--- src/rtl/sys_cmd_ctrl_pkg.sv ---
// sys_cmd_ctrl_pkg: state encoding and command codes shared by the command controller.
package sys_cmd_ctrl_pkg;

    typedef enum logic [3:0] {
        IDLE,
        WR_ADDR,
        WR_DATA,
        RD_ADDR,
        RD_WAIT,
        OP_A,
        OP_B,
        FUN,
        ALU_WAIT,
        TX
    } state_t;

    localparam logic [7:0] CMD_RF_WR   = 8'hAA;
    localparam logic [7:0] CMD_RF_RD   = 8'hBB;
    localparam logic [7:0] CMD_ALU_OP  = 8'hCC;
    localparam logic [7:0] CMD_ALU_NOP = 8'hDD;

endpackage

--- src/rtl/sys_cmd_ctrl_if.sv ---
// sys_cmd_ctrl_if: frame, register-file, ALU and TX FIFO signals of the command controller.
interface sys_cmd_ctrl_if #(
    parameter int DATA_WIDTH    = 8,
    parameter int ALU_OUT_WIDTH = 16,
    parameter int ADDR_WIDTH    = 4
);
    logic [DATA_WIDTH-1:0]    RX_P_Data;
    logic                     RX_D_VLD;
    logic [ALU_OUT_WIDTH-1:0] ALU_OUT;
    logic                     OUT_Valid;
    logic [DATA_WIDTH-1:0]    RdData;
    logic                     RdData_Valid;
    logic                     wfull;
    logic                     ALU_EN;
    logic [3:0]               ALU_FUN;
    logic                     CLK_GATING_EN;
    logic [ADDR_WIDTH-1:0]    Address;
    logic                     Wr_En;
    logic                     Rd_En;
    logic [DATA_WIDTH-1:0]    Wr_Data;
    logic [DATA_WIDTH-1:0]    TX_P_Data;
    logic                     TX_D_VLD;
    logic                     clk_div_en;
    logic                     cmd_err;

    modport master (
        input  RX_P_Data, RX_D_VLD, ALU_OUT, OUT_Valid, RdData, RdData_Valid, wfull,
        output ALU_EN, ALU_FUN, CLK_GATING_EN, Address, Wr_En, Rd_En, Wr_Data,
               TX_P_Data, TX_D_VLD, clk_div_en, cmd_err
    );

    modport slave (
        output RX_P_Data, RX_D_VLD, ALU_OUT, OUT_Valid, RdData, RdData_Valid, wfull,
        input  ALU_EN, ALU_FUN, CLK_GATING_EN, Address, Wr_En, Rd_En, Wr_Data,
               TX_P_Data, TX_D_VLD, clk_div_en, cmd_err
    );

endinterface

--- src/rtl/sys_cmd_tx_ser.sv ---
// sys_cmd_tx_ser: holds a read byte or ALU result and streams it LSB byte first into the TX FIFO.
module sys_cmd_tx_ser #(
    parameter int DATA_WIDTH    = 8,
    parameter int ALU_OUT_WIDTH = 16
) (
    input  logic                     CLK,
    input  logic                     RST,
    input  logic                     load_rd,
    input  logic                     load_alu,
    input  logic                     active,
    input  logic                     wfull,
    input  logic [DATA_WIDTH-1:0]    rd_data,
    input  logic [ALU_OUT_WIDTH-1:0] alu_out,
    output logic [DATA_WIDTH-1:0]    tx_data,
    output logic                     tx_vld,
    output logic                     done
);
    localparam int NB = ALU_OUT_WIDTH / DATA_WIDTH;
    localparam int IW = $clog2(NB + 1);

    logic [ALU_OUT_WIDTH-1:0] res_q, res_d;
    logic [IW-1:0]            idx_q, idx_d, cnt_q, cnt_d;
    logic                     xfer;

    always_comb begin
        xfer    = active && !wfull;
        done    = xfer && (idx_q == cnt_q - IW'(1));
        res_d   = load_alu ? alu_out : load_rd ? ALU_OUT_WIDTH'(rd_data) : res_q;
        cnt_d   = load_alu ? IW'(NB) : load_rd ? IW'(1) : cnt_q;
        idx_d   = (load_alu || load_rd || done) ? '0 : xfer ? idx_q + IW'(1) : idx_q;
        tx_vld  = active;
        tx_data = active ? res_q[idx_q*DATA_WIDTH +: DATA_WIDTH] : '0;
    end

    always_ff @(posedge CLK or negedge RST) begin
        if (!RST) begin
            res_q <= '0;
            idx_q <= '0;
            cnt_q <= '0;
        end else begin
            res_q <= res_d;
            idx_q <= idx_d;
            cnt_q <= cnt_d;
        end
    end

endmodule

--- src/rtl/sys_cmd_ctrl.sv ---
// sys_cmd_ctrl: frame command decoder driving register file, ALU and TX FIFO.
// Optional idle-wait watchdog is built when SYS_CMD_CTRL_TIMEOUT_EN is defined.
module sys_cmd_ctrl
    import sys_cmd_ctrl_pkg::*;
#(
    parameter int DATA_WIDTH     = 8,
    parameter int ALU_OUT_WIDTH  = 16,
    parameter int ADDR_WIDTH     = 4,
    parameter int TIMEOUT_CYCLES = 255
) (
    input logic            CLK,
    input logic            RST,
    sys_cmd_ctrl_if.master bus
);
    state_t                state_q, state_d, fsm_d;
    logic [ADDR_WIDTH-1:0] addr_q, addr_d;
    logic                  load_rd, load_alu, fsm_err, tx_done;
    logic [DATA_WIDTH-1:0] rx;

    assign rx             = bus.RX_P_Data;
    assign bus.clk_div_en = 1'b1;

    always_comb begin
        fsm_d             = state_q;
        addr_d            = addr_q;
        fsm_err           = 1'b0;
        load_rd           = 1'b0;
        load_alu          = 1'b0;
        bus.ALU_EN        = 1'b0;
        bus.ALU_FUN       = '0;
        bus.CLK_GATING_EN = 1'b0;
        bus.Address       = '0;
        bus.Wr_En         = 1'b0;
        bus.Rd_En         = 1'b0;
        bus.Wr_Data       = '0;
        case (state_q)
            IDLE: begin
                fsm_d   = !bus.RX_D_VLD ? IDLE :
                          rx == DATA_WIDTH'(CMD_RF_WR)   ? WR_ADDR :
                          rx == DATA_WIDTH'(CMD_RF_RD)   ? RD_ADDR :
                          rx == DATA_WIDTH'(CMD_ALU_OP)  ? OP_A :
                          rx == DATA_WIDTH'(CMD_ALU_NOP) ? FUN : IDLE;
                fsm_err = bus.RX_D_VLD && fsm_d == IDLE;
            end
            WR_ADDR: if (bus.RX_D_VLD) begin
                addr_d = rx[ADDR_WIDTH-1:0];
                fsm_d  = WR_DATA;
            end
            WR_DATA: if (bus.RX_D_VLD) begin
                bus.Wr_En   = 1'b1;
                bus.Address = addr_q;
                bus.Wr_Data = rx;
                fsm_d       = IDLE;
            end
            RD_ADDR: if (bus.RX_D_VLD) begin
                bus.Rd_En   = 1'b1;
                bus.Address = rx[ADDR_WIDTH-1:0];
                fsm_d       = RD_WAIT;
            end
            RD_WAIT: if (bus.RdData_Valid) begin
                load_rd = 1'b1;
                fsm_d   = TX;
            end
            OP_A, OP_B: if (bus.RX_D_VLD) begin
                bus.Wr_En   = 1'b1;
                bus.Address = state_q == OP_B ? ADDR_WIDTH'(1) : '0;
                bus.Wr_Data = rx;
                fsm_d       = state_q == OP_B ? FUN : OP_B;
            end
            FUN: begin
                bus.CLK_GATING_EN = 1'b1;
                if (bus.RX_D_VLD) begin
                    bus.ALU_EN  = 1'b1;
                    bus.ALU_FUN = rx[3:0];
                    fsm_d       = ALU_WAIT;
                end
            end
            ALU_WAIT: begin
                bus.CLK_GATING_EN = 1'b1;
                if (bus.OUT_Valid) begin
                    load_alu = 1'b1;
                    fsm_d    = TX;
                end
            end
            TX: fsm_d = tx_done ? IDLE : TX;
            default: fsm_d = IDLE;
        endcase
    end

`ifdef SYS_CMD_CTRL_TIMEOUT_EN
    localparam int WW = $clog2(TIMEOUT_CYCLES + 1);

    logic [WW-1:0] wd_q, wd_d;
    logic          waiting, timeout;

    // Counts consecutive silent cycles in a wait state; any strobe or state change restarts it.
    always_comb begin
        waiting = state_q != IDLE && state_q != TX &&
                  !(bus.RX_D_VLD || bus.RdData_Valid || bus.OUT_Valid);
        timeout = waiting && wd_q == WW'(TIMEOUT_CYCLES - 1);
        wd_d    = (waiting && !timeout && fsm_d == state_q) ? wd_q + WW'(1) : '0;
        state_d = timeout ? IDLE : fsm_d;
        bus.cmd_err = fsm_err || timeout;
    end

    always_ff @(posedge CLK or negedge RST) begin
        if (!RST) wd_q <= '0;
        else      wd_q <= wd_d;
    end
`else
    logic unused_timeout;

    assign unused_timeout = ^TIMEOUT_CYCLES;
    assign state_d        = fsm_d;
    assign bus.cmd_err    = fsm_err;
`endif

    always_ff @(posedge CLK or negedge RST) begin
        if (!RST) begin
            state_q <= IDLE;
            addr_q  <= '0;
        end else begin
            state_q <= state_d;
            addr_q  <= addr_d;
        end
    end

    sys_cmd_tx_ser #(
        .DATA_WIDTH   (DATA_WIDTH),
        .ALU_OUT_WIDTH(ALU_OUT_WIDTH)
    ) u_tx_ser (
        .CLK     (CLK),
        .RST     (RST),
        .load_rd (load_rd),
        .load_alu(load_alu),
        .active  (state_q == TX),
        .wfull   (bus.wfull),
        .rd_data (bus.RdData),
        .alu_out (bus.ALU_OUT),
        .tx_data (bus.TX_P_Data),
        .tx_vld  (bus.TX_D_VLD),
        .done    (tx_done)
    );

endmodule

--- src/flat_wrapper.sv ---
// flat-port wrapper written by rule: the top's interface ports become plain ports
module sys_cmd_ctrl_flat import sys_cmd_ctrl_pkg::*;
#(
    parameter int DATA_WIDTH     = 8,
    parameter int ALU_OUT_WIDTH  = 16,
    parameter int ADDR_WIDTH     = 4,
    parameter int TIMEOUT_CYCLES = 255
)
  (CLK, RST, bus_RX_P_Data, bus_RX_D_VLD, bus_ALU_OUT, bus_OUT_Valid, bus_RdData, bus_RdData_Valid, bus_wfull, bus_ALU_EN, bus_ALU_FUN, bus_CLK_GATING_EN, bus_Address, bus_Wr_En, bus_Rd_En, bus_Wr_Data, bus_TX_P_Data, bus_TX_D_VLD, bus_clk_div_en, bus_cmd_err);
  sys_cmd_ctrl_if #(.DATA_WIDTH(DATA_WIDTH), .ALU_OUT_WIDTH(ALU_OUT_WIDTH), .ADDR_WIDTH(ADDR_WIDTH)) bus_i ();
  input logic CLK;
  input logic RST;
  input wire logic [$bits(bus_i.RX_P_Data)-1:0] bus_RX_P_Data;
  input wire logic [$bits(bus_i.RX_D_VLD)-1:0] bus_RX_D_VLD;
  input wire logic [$bits(bus_i.ALU_OUT)-1:0] bus_ALU_OUT;
  input wire logic [$bits(bus_i.OUT_Valid)-1:0] bus_OUT_Valid;
  input wire logic [$bits(bus_i.RdData)-1:0] bus_RdData;
  input wire logic [$bits(bus_i.RdData_Valid)-1:0] bus_RdData_Valid;
  input wire logic [$bits(bus_i.wfull)-1:0] bus_wfull;
  output wire logic [$bits(bus_i.ALU_EN)-1:0] bus_ALU_EN;
  output wire logic [$bits(bus_i.ALU_FUN)-1:0] bus_ALU_FUN;
  output wire logic [$bits(bus_i.CLK_GATING_EN)-1:0] bus_CLK_GATING_EN;
  output wire logic [$bits(bus_i.Address)-1:0] bus_Address;
  output wire logic [$bits(bus_i.Wr_En)-1:0] bus_Wr_En;
  output wire logic [$bits(bus_i.Rd_En)-1:0] bus_Rd_En;
  output wire logic [$bits(bus_i.Wr_Data)-1:0] bus_Wr_Data;
  output wire logic [$bits(bus_i.TX_P_Data)-1:0] bus_TX_P_Data;
  output wire logic [$bits(bus_i.TX_D_VLD)-1:0] bus_TX_D_VLD;
  output wire logic [$bits(bus_i.clk_div_en)-1:0] bus_clk_div_en;
  output wire logic [$bits(bus_i.cmd_err)-1:0] bus_cmd_err;
  assign bus_i.RX_P_Data = bus_RX_P_Data;
  assign bus_i.RX_D_VLD = bus_RX_D_VLD;
  assign bus_i.ALU_OUT = bus_ALU_OUT;
  assign bus_i.OUT_Valid = bus_OUT_Valid;
  assign bus_i.RdData = bus_RdData;
  assign bus_i.RdData_Valid = bus_RdData_Valid;
  assign bus_i.wfull = bus_wfull;
  assign bus_ALU_EN = bus_i.ALU_EN;
  assign bus_ALU_FUN = bus_i.ALU_FUN;
  assign bus_CLK_GATING_EN = bus_i.CLK_GATING_EN;
  assign bus_Address = bus_i.Address;
  assign bus_Wr_En = bus_i.Wr_En;
  assign bus_Rd_En = bus_i.Rd_En;
  assign bus_Wr_Data = bus_i.Wr_Data;
  assign bus_TX_P_Data = bus_i.TX_P_Data;
  assign bus_TX_D_VLD = bus_i.TX_D_VLD;
  assign bus_clk_div_en = bus_i.clk_div_en;
  assign bus_cmd_err = bus_i.cmd_err;
  sys_cmd_ctrl #(.DATA_WIDTH(DATA_WIDTH), .ALU_OUT_WIDTH(ALU_OUT_WIDTH), .ADDR_WIDTH(ADDR_WIDTH), .TIMEOUT_CYCLES(TIMEOUT_CYCLES)) u_core (.CLK(CLK), .RST(RST), .bus(bus_i));
endmodule
--- config.mk ---
export PLATFORM = sky130hd
export DESIGN_NAME = sys_cmd_ctrl_flat
export DESIGN_NICKNAME = d
export VERILOG_FILES = /design/src/rtl/sys_cmd_ctrl_pkg.sv /design/src/rtl/sys_cmd_ctrl_if.sv /design/src/rtl/sys_cmd_tx_ser.sv /design/src/rtl/sys_cmd_ctrl.sv /design/src/flat_wrapper.sv
export SDC_FILE = /design/constraint.sdc
export NUM_CORES = 1
export LEC_CHECK = 0
export CAP_MARGIN = 30
export CORE_MARGIN = 2
export CORE_UTILIZATION = 40
export DETAILED_ROUTE_END_ITERATION = 10
export HOLD_SLACK_MARGIN = 0.06
export PLACE_DENSITY = 0.76
export SLEW_MARGIN = 30
export SYNTH_ARGS = -nofsm -noshare
export SYNTH_HDL_FRONTEND = slang
export SYNTH_SLANG_ARGS = --single-unit
--- constraint.sdc ---
create_clock -name CLK -period 1.6 [get_ports CLK]
set_input_delay 0.32 -clock CLK [delete_from_list [all_inputs] [get_ports CLK]]
set_output_delay 0.32 -clock CLK [all_outputs]
set_load 0.1 [all_outputs]
* Word level (Yosys, flattened, before mapping)
Index checks and enable logic that the tools add are counted.
W data, S select, Z words.
** Operators by class
- Shift-type cells :: 1
- Eq/ne operators :: 21
- Reductions and logical operators :: 15
- Muxes and demuxes :: 40
- Add/subtract/negate cells :: 2
** Operators by type and width (number)
- $mux W4 :: 16
- $pmux W4 S9 :: 1
- $eq A8 B8 Y1 const B :: 4
- $mux W16 :: 2
- $mux W8 :: 3
- $eq A4 B3 Y1 const B :: 4
- $shiftx A16 B6 Y8 :: 1
- $ne A2 B2 Y1 const B :: 7
- $mux W1 :: 12
- $pmux W4 S3 :: 1
- $eq A4 B2 Y1 const B :: 2
- $eq A4 B4 Y1 const B :: 2
- $logic_not A4 Y1 :: 2
- $mux W2 :: 4
- $reduce_and A7 Y1 :: 1
- $eq A4 B1 Y1 const B :: 1
- $reduce_bool A2 Y1 :: 2
- $reduce_or A2 Y1 :: 2
- $logic_and A1 B1 Y1 :: 3
- $mux W3 :: 1
- $reduce_or A3 Y1 :: 1
- $add A2 B1 Y2 const B :: 1
- $eq A2 B2 Y1 :: 1
- $logic_or A1 B1 Y1 :: 2
- other kinds (3) :: 3
** Word-level totals
- Output and inout bits :: 31
- Bits in registers :: 28
- Input port bits :: 38

* Logic depth before layout (Yosys ltp)
Gate-level depths: netlist (run 1).
- Depth in word-level cells :: 9
- Depth in mapped cells :: 7
- Mapped depth without buffers :: 4

* By module
From an unflattened synthesis (run 1), not the netlist that was laid out.
** Unflattened totals
- Cells, all modules :: 205
- Area total of the unflattened synthesis :: 1874.3 um^2
** Modules (own cells, without submodules)
- sys_cmd_tx_ser :: area an instance 1009.7 um^2, cells an instance 105, times used 1
- sys_cmd_ctrl :: area an instance 864.6 um^2, cells an instance 100, times used 1

* Worst setup path after synthesis (run 1)
No wires, ideal clock.
- Kind :: register -> output
- Start point :: register u_core.state_q[0]
- End point :: output port bus_Address[0]
- Path buffers :: 2
- Data required time :: 1.280 ns
- Arrival :: 5.406 ns
- Stages on the path, launching flop included :: 5
- Setup slack :: -4.126 ns
- Cells stage by stage :: dfrtp_1 buf_6 buf_2 nor3_1 a2111oi_0
** Between the ends
- Word-level cells in the longest chain between the ends :: 4
- Elaborated cells on any way between the ends :: 8
- Those cells by class :: eq/ne: 4; mux: 3; reduce/logical: 1
** Ends and longest elaborated chain
- from (decl) :: RTL line sys_cmd_ctrl.sv:15 : state_t state_q, state_d, fsm_d;
- from (signal assigned) :: RTL line sys_cmd_ctrl.sv:123 : state_q <= state_d;
- $eq A4 B3 Y1 :: RTL line sys_cmd_ctrl.sv:36, sys_cmd_ctrl.sv:66
- $mux W1 :: RTL line sys_cmd_ctrl.sv:66 : bus.Address = state_q == OP_B ? ADDR_WIDTH'(1) : '0;
- $mux W4 :: RTL line sys_cmd_ctrl.sv:64 : OP_A, OP_B: if (bus.RX_D_VLD) begin
- $pmux W4 S3 * :: RTL line sys_cmd_ctrl.sv:36 : case (state_q)
- to (decl) :: RTL line flat_wrapper.sv:23 : output wire logic [$bits(bus_i.Address)-1:0] bus_Address;
Every way passes the cells marked *; elsewhere a longest branch is shown, timed or not.

* Worst setup path in the final report (run 1)
- Start point :: register u_core.state_q[0]
- End point :: output port bus_Wr_Data[4]
** Between the ends
- Word-level cells in the longest chain between the ends :: 3
- Elaborated cells on any way between the ends :: 5
- Those cells by class :: eq/ne: 3; mux: 1; reduce/logical: 1
** Ends and longest elaborated chain
- $eq A4 B2 Y1 or $eq A4 B3 Y1 (tied branches) :: RTL line sys_cmd_ctrl.sv:36
- $reduce_or A3 Y1 (no line) *
- $mux W8 *
- to (decl) :: RTL line flat_wrapper.sv:26 : output wire logic [$bits(bus_i.Wr_Data)-1:0] bus_Wr_Data;
Marked as above.

==> results.yml, run 1 <==
status:
  violations: "setup timing"
  outcome: "complete, but fails checks"
worst_setup_path:
  required_ps: 1280
  worstPathArrival_ps: 1710
  cp-end-kind: "output pin"
  cp-startpoint: "u_core.state_q[0]"
  reg2reg_from: "u_core.state_q[2]"
  timing.critical_path.slowest_cell_delay_ps: 470
  critical-path-top-delay-family: "simple AND/OR/NAND/NOR gates"
  worstReg2RegEnd: "u_core.u_tx_ser.res_q[7]"
  r2r.worst_path.cells: 10
  crit_path_start_kind: "register"
  startpoint_to_endpoint_class_of_the_critical_path: "register to output pin"
  setup.reg_to_reg.worst_slack_ps: -340
  timing.critical_path.buf_inv: 2
  crit_path_cell_trace: "clkbuf_16 > nor2b_4 > a21oi_4 > nor2_4 > and2_4 > buf_12"
  highest_delay_cell_along_the_critical_path: "sky130_fd_sc_hd__dfrtp_2"
  critical_path_peak_fanout: 5
logic_synthesis:
  ys_ff_latch: 28
  ys_top_cells_by_area: "sky130_fd_sc_hd__dfrtp_1, sky130_fd_sc_hd__mux2i_1, sky130_fd_sc_hd__a22o_1"
  post_synth.cell_area_avg_um2: 9.57
  ys.flop_type: "sky130_fd_sc_hd__dfrtp_1"
  yosys.area.top_type_share_pct: 38.1
  synth_nets: 230
  synthesis.instances: 192
  synthesis.yosys.warnings: 0
  cell_variety_after_synth: 52
  synth_most_common_cell: "sky130_fd_sc_hd__dfrtp_1"
  synth_top_cells_by_count: "sky130_fd_sc_hd__dfrtp_1, sky130_fd_sc_hd__mux2i_1, sky130_fd_sc_hd__nor2_1, sky130_fd_sc_hd__nand2_1"
  ys_async_sr_fraction_pct: 100
  syn_area_um2: 1840
  netlist.top_cell.by_area: "sky130_fd_sc_hd__dfrtp_1"
  seq_area_frac_synth_pct: 38.1
  synth_edf_count: 0
cts:
  cts_tree: "done"
  root_buffer: "sky130_fd_sc_hd__clkbuf_8"
  cts-hold-fix-buffers: 0
  numCtsBuffers: 3
  htree_num_levels: 1
  clk_transition_reported_paths_ps: 110
  clk_latency_ps: 280
  cts.sink_count: 28
  clk_path_buf_depth: 2
finish:
  final_cell_count_without_fillers: 371
  antennaDiodeCount: 0
  area_growth_syn_to_layout_pct: 113
  drive_gt1_share_pct: 56.1
  fin_util_pct: 89.1
  final.fill_count: 174
  final_nets: 358
  multiInputGateArea_um2: 1420
  seqCellArea_um2: 703
routing:
  vias: 2139
  dr.pass1.iters: 4
  detailedRoute.firstIterationViolations: 147
  routed_wire_length_per_instance_um: 22.6
  ant_nets_after_route: 0
  route.detailed.drc: 0
  route.final.wire_length_mm: 8.38
  drt-vias-per-instance: 5.77
global_routing:
  gr-total-overflow: 0
  vias_in_the_first_global_route: 2213
  grt_max_degree: 29
  global_route_wire_length_before_repair_mm: 12.0
  grt_usage_pct: 30.4
  number_of_antenna_violations_at_the_first_check_in_global_routing: 0
floorplan:
  std_cell_rows: 24
  dieWidth_um: 71.8
  fp.coreArea_um2: 4380
  ios: 69
  fp.dieArea_um2: 5150
  die_span_in_y_um: 71.8
  initial_utilization_pct: 41.9
hold_path:
  min-delay-path-class: "input port to async pin"
sta:
  final.period_utilization_pct: 127
  setup_total_negative_slack_ps: -17270
  max_clock_freq_mhz: 493
  final_max_slew_viol_count: 0
  setup_viol: 56
  worst_slack_ps: -428
  min_period_ps: 2030
  setup_repair_after_global_routing_missed_its_margin: "true"
  report.final.hold_viol_count: 0
  final_setup_skew_ps: 8.86
flow_run:
  cap_violations: 0
placement:
  dp_hpwl_mm: 4.65
  place.detailed.instances: 344
  gp_routability_congestion: 0.810
  io_buffers: 67
pwr:
  power_leakage_nw: 1.67
  power.density_cell_area_nw_per_um2: 1460
  worst_ir_drop_vdd_v: 0.000720
worst max-delay path by stage:
| stage | end | slack (ps) | cells after the start |
|---|---|---|---|
| after floorplan | bus_Address[0] | -600 | 3 |
| after global placement | bus_cmd_err | -380 | 5 |
| after detailed placement | bus_cmd_err | -480 | 5 |
| after CTS | bus_TX_P_Data[4] | -390 | 6 |
| after global routing | bus_Wr_Data[4] | -440 | 6 |
| final | bus_Wr_Data[4] | -430 | 6 |
logic make-up after synthesis:
group | after synthesis | share of synthesized area [%]
other cells | 1 | 0.204
flops | 28 | 38.1
mux | 23 | 13.6
compound gates | 40 | 15.7
xor+xnor | 3 | 1.43
buf+inv | 18 | 5.72
simple gates | 79 | 25.2
placed cells by master, fill, tap and decap left out, types with 3 or more instances in the layout:
cell type / n
sky130_fd_sc_hd__buf_4: 43
sky130_fd_sc_hd__buf_12: 33
sky130_fd_sc_hd__clkdlybuf4s50_1: 31
sky130_fd_sc_hd__dfrtp_1: 26
sky130_fd_sc_hd__buf_6: 21
sky130_fd_sc_hd__nor2_4: 16
sky130_fd_sc_hd__mux2i_1: 16
sky130_fd_sc_hd__nand2_1: 12
sky130_fd_sc_hd__and2_4: 8
sky130_fd_sc_hd__a22o_1: 8
sky130_fd_sc_hd__o21ai_1: 7
sky130_fd_sc_hd__and3_4: 6
sky130_fd_sc_hd__nand2b_4: 5
sky130_fd_sc_hd__nor2b_4: 4
sky130_fd_sc_hd__a21oi_1: 4
sky130_fd_sc_hd__mux2_4: 4
sky130_fd_sc_hd__dlymetal6s2s_1: 4
sky130_fd_sc_hd__inv_1: 3
sky130_fd_sc_hd__nand2b_1: 3
sky130_fd_sc_hd__a31oi_1: 3
sky130_fd_sc_hd__clkbuf_8: 3
cell type report:
type	count	share of cell area (%)
repair buffers	135	41.5
multi-input cells	147	36.4
flip-flops and latches	28	18.0
well taps	52	1.67
clock buffers	3	1.06
clock inverters	1	0.768
inverters	5	0.576
state kept, by name, indices dropped and copies added (netlist names):
| name | flops |
|---|---|
| u_core.addr_q | 4 |
| u_core.u_tx_ser.res_q | 16 |
| u_core.u_tx_ser.idx_q | 2 |
| u_core.u_tx_ser.cnt_q | 2 |
| u_core.state_q | 4 |
power breakdown:
part	internal (mW)	switching, mW
Sequential	1.01	0.291
Clock	0.335	0.248
Combinational	1.85	1.96
repair_timing:
action	4_1_cts	5_1_grt
pin swaps	39	19
resized for setup	59	17
endpoints found under the setup margin	56	56
endpoints found under the hold margin	0	0
gates cloned	4	0
setup buffers	16	7
per-stage QoR:
stage	setup slack [ps]	power (mW)	hold slack (ps)	instance area, um^2
after global routing	-444	5.89	441	3910
final	-428	5.70	406	3910
after floorplan	-596	3.14	24.4	2080
after global placement	-379	4.04	482	3390
after detailed placement	-481	4.13	482	3390
after CTS	-388	5.36	417	3810
routing by layer:
| layer | routed length, um | share of wire [%] | GRT usage, % |
|---|---|---|---|
| met1 | 3320 | 40 | 38.2 |
| met2 | 4270 | 51 | 52.8 |
| met3 | 447 | 5.3 | 4.22 |
| met4 | 343 | 4.1 | 11.7 |
| met5 | 0 | 0 | 0 |
(Power assumes the default switching activity.)
==> run 2: changes to the inputs <==
--- a/config.mk
+++ b/config.mk
@@ -10,7 +10,7 @@
 export CORE_UTILIZATION = 40
 export DETAILED_ROUTE_END_ITERATION = 10
 export HOLD_SLACK_MARGIN = 0.06
-export PLACE_DENSITY = 0.76
+export PLACE_DENSITY = 0.74
 export SLEW_MARGIN = 30
 export SYNTH_ARGS = -nofsm -noshare
 export SYNTH_HDL_FRONTEND = slang
==> constraint.sdc (replaced) <==
create_clock -name CLK -period 1.89 [get_ports CLK]
set_input_delay 0.378 -clock CLK [delete_from_list [all_inputs] [get_ports CLK]]
set_output_delay 0.378 -clock CLK [all_outputs]
set_load 0.1 [all_outputs]
==> run 2 against run 1 <==
The run still ends with setup timing left. Cell count down 7.5%. Critical path depth unchanged. Global-route usage down 6.2 points. First-iteration DRC count down 65%. Via count down 13%. Critical endpoint is now bus_Wr_Data[5]. Worst setup slack better by 320 ps. Total power down 30%. Die area unchanged. Clock power down 19%. Routed wire length down 30%.
==> results.yml, run 2 (synthesis results as in run 1) <==
status:
  outcome: "complete, but fails checks"
  violations: "setup timing"
worst_setup_path:
  critical-path-top-delay-family: "flip-flops"
  critical_path_peak_fanout: 7
  r2r.worst_path.cells: 6
  startpoint_to_endpoint_class_of_the_critical_path: "register to output pin"
  required_ps: 1510
  crit_path_end: "bus_Wr_Data[5]"
  worstReg2RegEnd: "u_core.state_q[3]"
  timing.critical_path.slowest_cell_delay_ps: 480
  crit_path_cell_trace: "buf_6 > nor2b_4 > a21oi_4 > nor2_4 > and2_4 > buf_12"
  timing.critical_path.depth: 6
  cp-end-kind: "output pin"
  timing.critical_path.buf_inv: 2
  reg2reg_from: "u_core.state_q[1]"
  setup.reg_to_reg.worst_slack_ps: 110
  cp-startpoint: "u_core.state_q[0]"
  crit_path_start_kind: "register"
  highest_delay_cell_along_the_critical_path: "sky130_fd_sc_hd__dfrtp_2"
  worstPathArrival_ps: 1620
routing:
  drt-vias-per-instance: 5.40
  vias: 1851
  detailedRoute.firstIterationViolations: 52
  route.final.wire_length_mm: 5.84
  ant_nets_after_route: 0
  routed_wire_length_per_instance_um: 17.0
  dr.pass1.iters: 4
  route.detailed.drc: 0
pwr:
  worst_ir_drop_vdd_v: 0.000888
  total_power_mw: 3.99
  power_leakage_nw: 1.46
  power.density_cell_area_nw_per_um2: 1160
cts:
  htree_num_levels: 1
  cts_tree: "done"
  numCtsBuffers: 3
  root_buffer: "sky130_fd_sc_hd__clkbuf_8"
  clk_transition_reported_paths_ps: 100
  cts.sink_count: 28
  clk_path_buf_depth: 2
  clk_latency_ps: 280
sta:
  setup_viol: 27
  report.final.hold_viol_count: 0
  setup_repair_after_global_routing_missed_its_margin: "true"
  final_setup_skew_ps: 7.52
  max_clock_freq_mhz: 501
  min_period_ps: 1990
  final_max_slew_viol_count: 0
  final.period_utilization_pct: 106
  holdWs_ps: 467
  worst_slack_ps: -104
finish:
  layout.cells.most_common_list: "sky130_fd_sc_hd__buf_4, sky130_fd_sc_hd__clkdlybuf4s50_1, sky130_fd_sc_hd__buf_12, sky130_fd_sc_hd__dfrtp_1, sky130_fd_sc_hd__mux2i_1"
  design_area_um2: 3440
  fin_util_pct: 78.5
  largest_register_ff_count: 16
  area_growth_syn_to_layout_pct: 87.3
  largest-register: "u_core.u_tx_ser.res_q"
  final.fill_count: 272
  largest_registers: "u_core.u_tx_ser.res_q x16, u_core.addr_q x4, u_core.state_q x4"
  layout.cells.most_common: "sky130_fd_sc_hd__buf_4"
  antennaDiodeCount: 0
  final_nets: 330
  drive_gt1_share_pct: 45.7
global_routing:
  vias_in_the_first_global_route: 1922
  number_of_antenna_violations_at_the_first_check_in_global_routing: 0
  grt_max_degree: 29
  grt_usage_pct: 24.2
  gr-total-overflow: 0
  global_route_wire_length_before_repair_mm: 9.64
floorplan:
  initial_utilization_pct: 41.9
  fp.coreArea_um2: 4380
  die_span_in_y_um: 71.8
  dieWidth_um: 71.8
  ios: 69
  fp.dieArea_um2: 5150
  std_cell_rows: 24
placement:
  dp_hpwl_mm: 4.15
  preCtsSetupSlack_ps: -247
  postPlaceCellArea_um2: 3200
  gp_routability_congestion: 0.881
  io_buffers: 67
hold_path:
  min-delay-path-class: "input port to async pin"
flow_run:
  cap_violations: 0
run 2: cell count changes in the layout (fill, tap and decap cells not counted), sizes merged:
cell	before	now
dlymetal6s2s	4	0
clkbuf	4	3
dlygate4sd2	2	6
buf	97	70
run 2: power by group:
part / internal (mW) / switching [mW]
logic: 1.14 / 1.32
registers: 0.857 / 0.202
clock network: 0.284 / 0.187
total: 2.28 / 1.71
run 2: layout make-up:
class	count	area, um^2	share of cell area [%]
Timing Repair Buffer	107	1290	37.6
Multi-Input combinational cell	147	1280	37.3
Sequential cell	28	703	20.4
Tap cell	52	65.1	1.89
Clock buffer	3	41.3	1.20
Clock inverter	1	30.0	0.872
Inverter	5	22.5	0.654
run 2: per-stage QoR:
stage | TNS [ps] | std cells
global placement | -2600 | 329
finish | -2000 | 343
CTS | -1940 | 342
floorplan | -5690 | 192
global route | -3580 | 343
detailed placement | -2950 | 329
run 2: layer usage:
| metal | up-vias | wire (um) | track usage, % |
|---|---|---|---|
| met5 | - | 0 | 0 |
| met4 | 0 | 144 | 6.92 |
| li1 | 886 | - | - |
| met2 | 49 | 3090 | 41.5 |
| met3 | 16 | 236 | 5.06 |
| met1 | 900 | 2370 | 30.8 |
run 2: how the worst min path moves through the flow:
stage | startpoint | endpoint | slack (ps) | cells past startpoint
3_3_place_gp | u_core.u_tx_ser.res_q[9] | u_core.u_tx_ser.res_q[9] | 480 | 1
4_1_cts | RST | u_core.u_tx_ser.res_q[8] | 490 | 2
5_1_grt | RST | u_core.u_tx_ser.res_q[8] | 510 | 2
6_report | RST | u_core.u_tx_ser.res_q[8] | 470 | 2
2_1_floorplan | RST | u_core.addr_q[0] | 80 | 0
3_5_place_dp | u_core.u_tx_ser.res_q[14] | u_core.u_tx_ser.res_q[14] | 490 | 1
run 2: timing repair:
action / in CTS / in global routing
resized for setup: 30 / 2
buffers inserted: 8 / 1
hold buffers: 0 / 0
setup endpoints to repair: 29 / 31
cloned: 1 / 0
pin swaps: 14 / 5
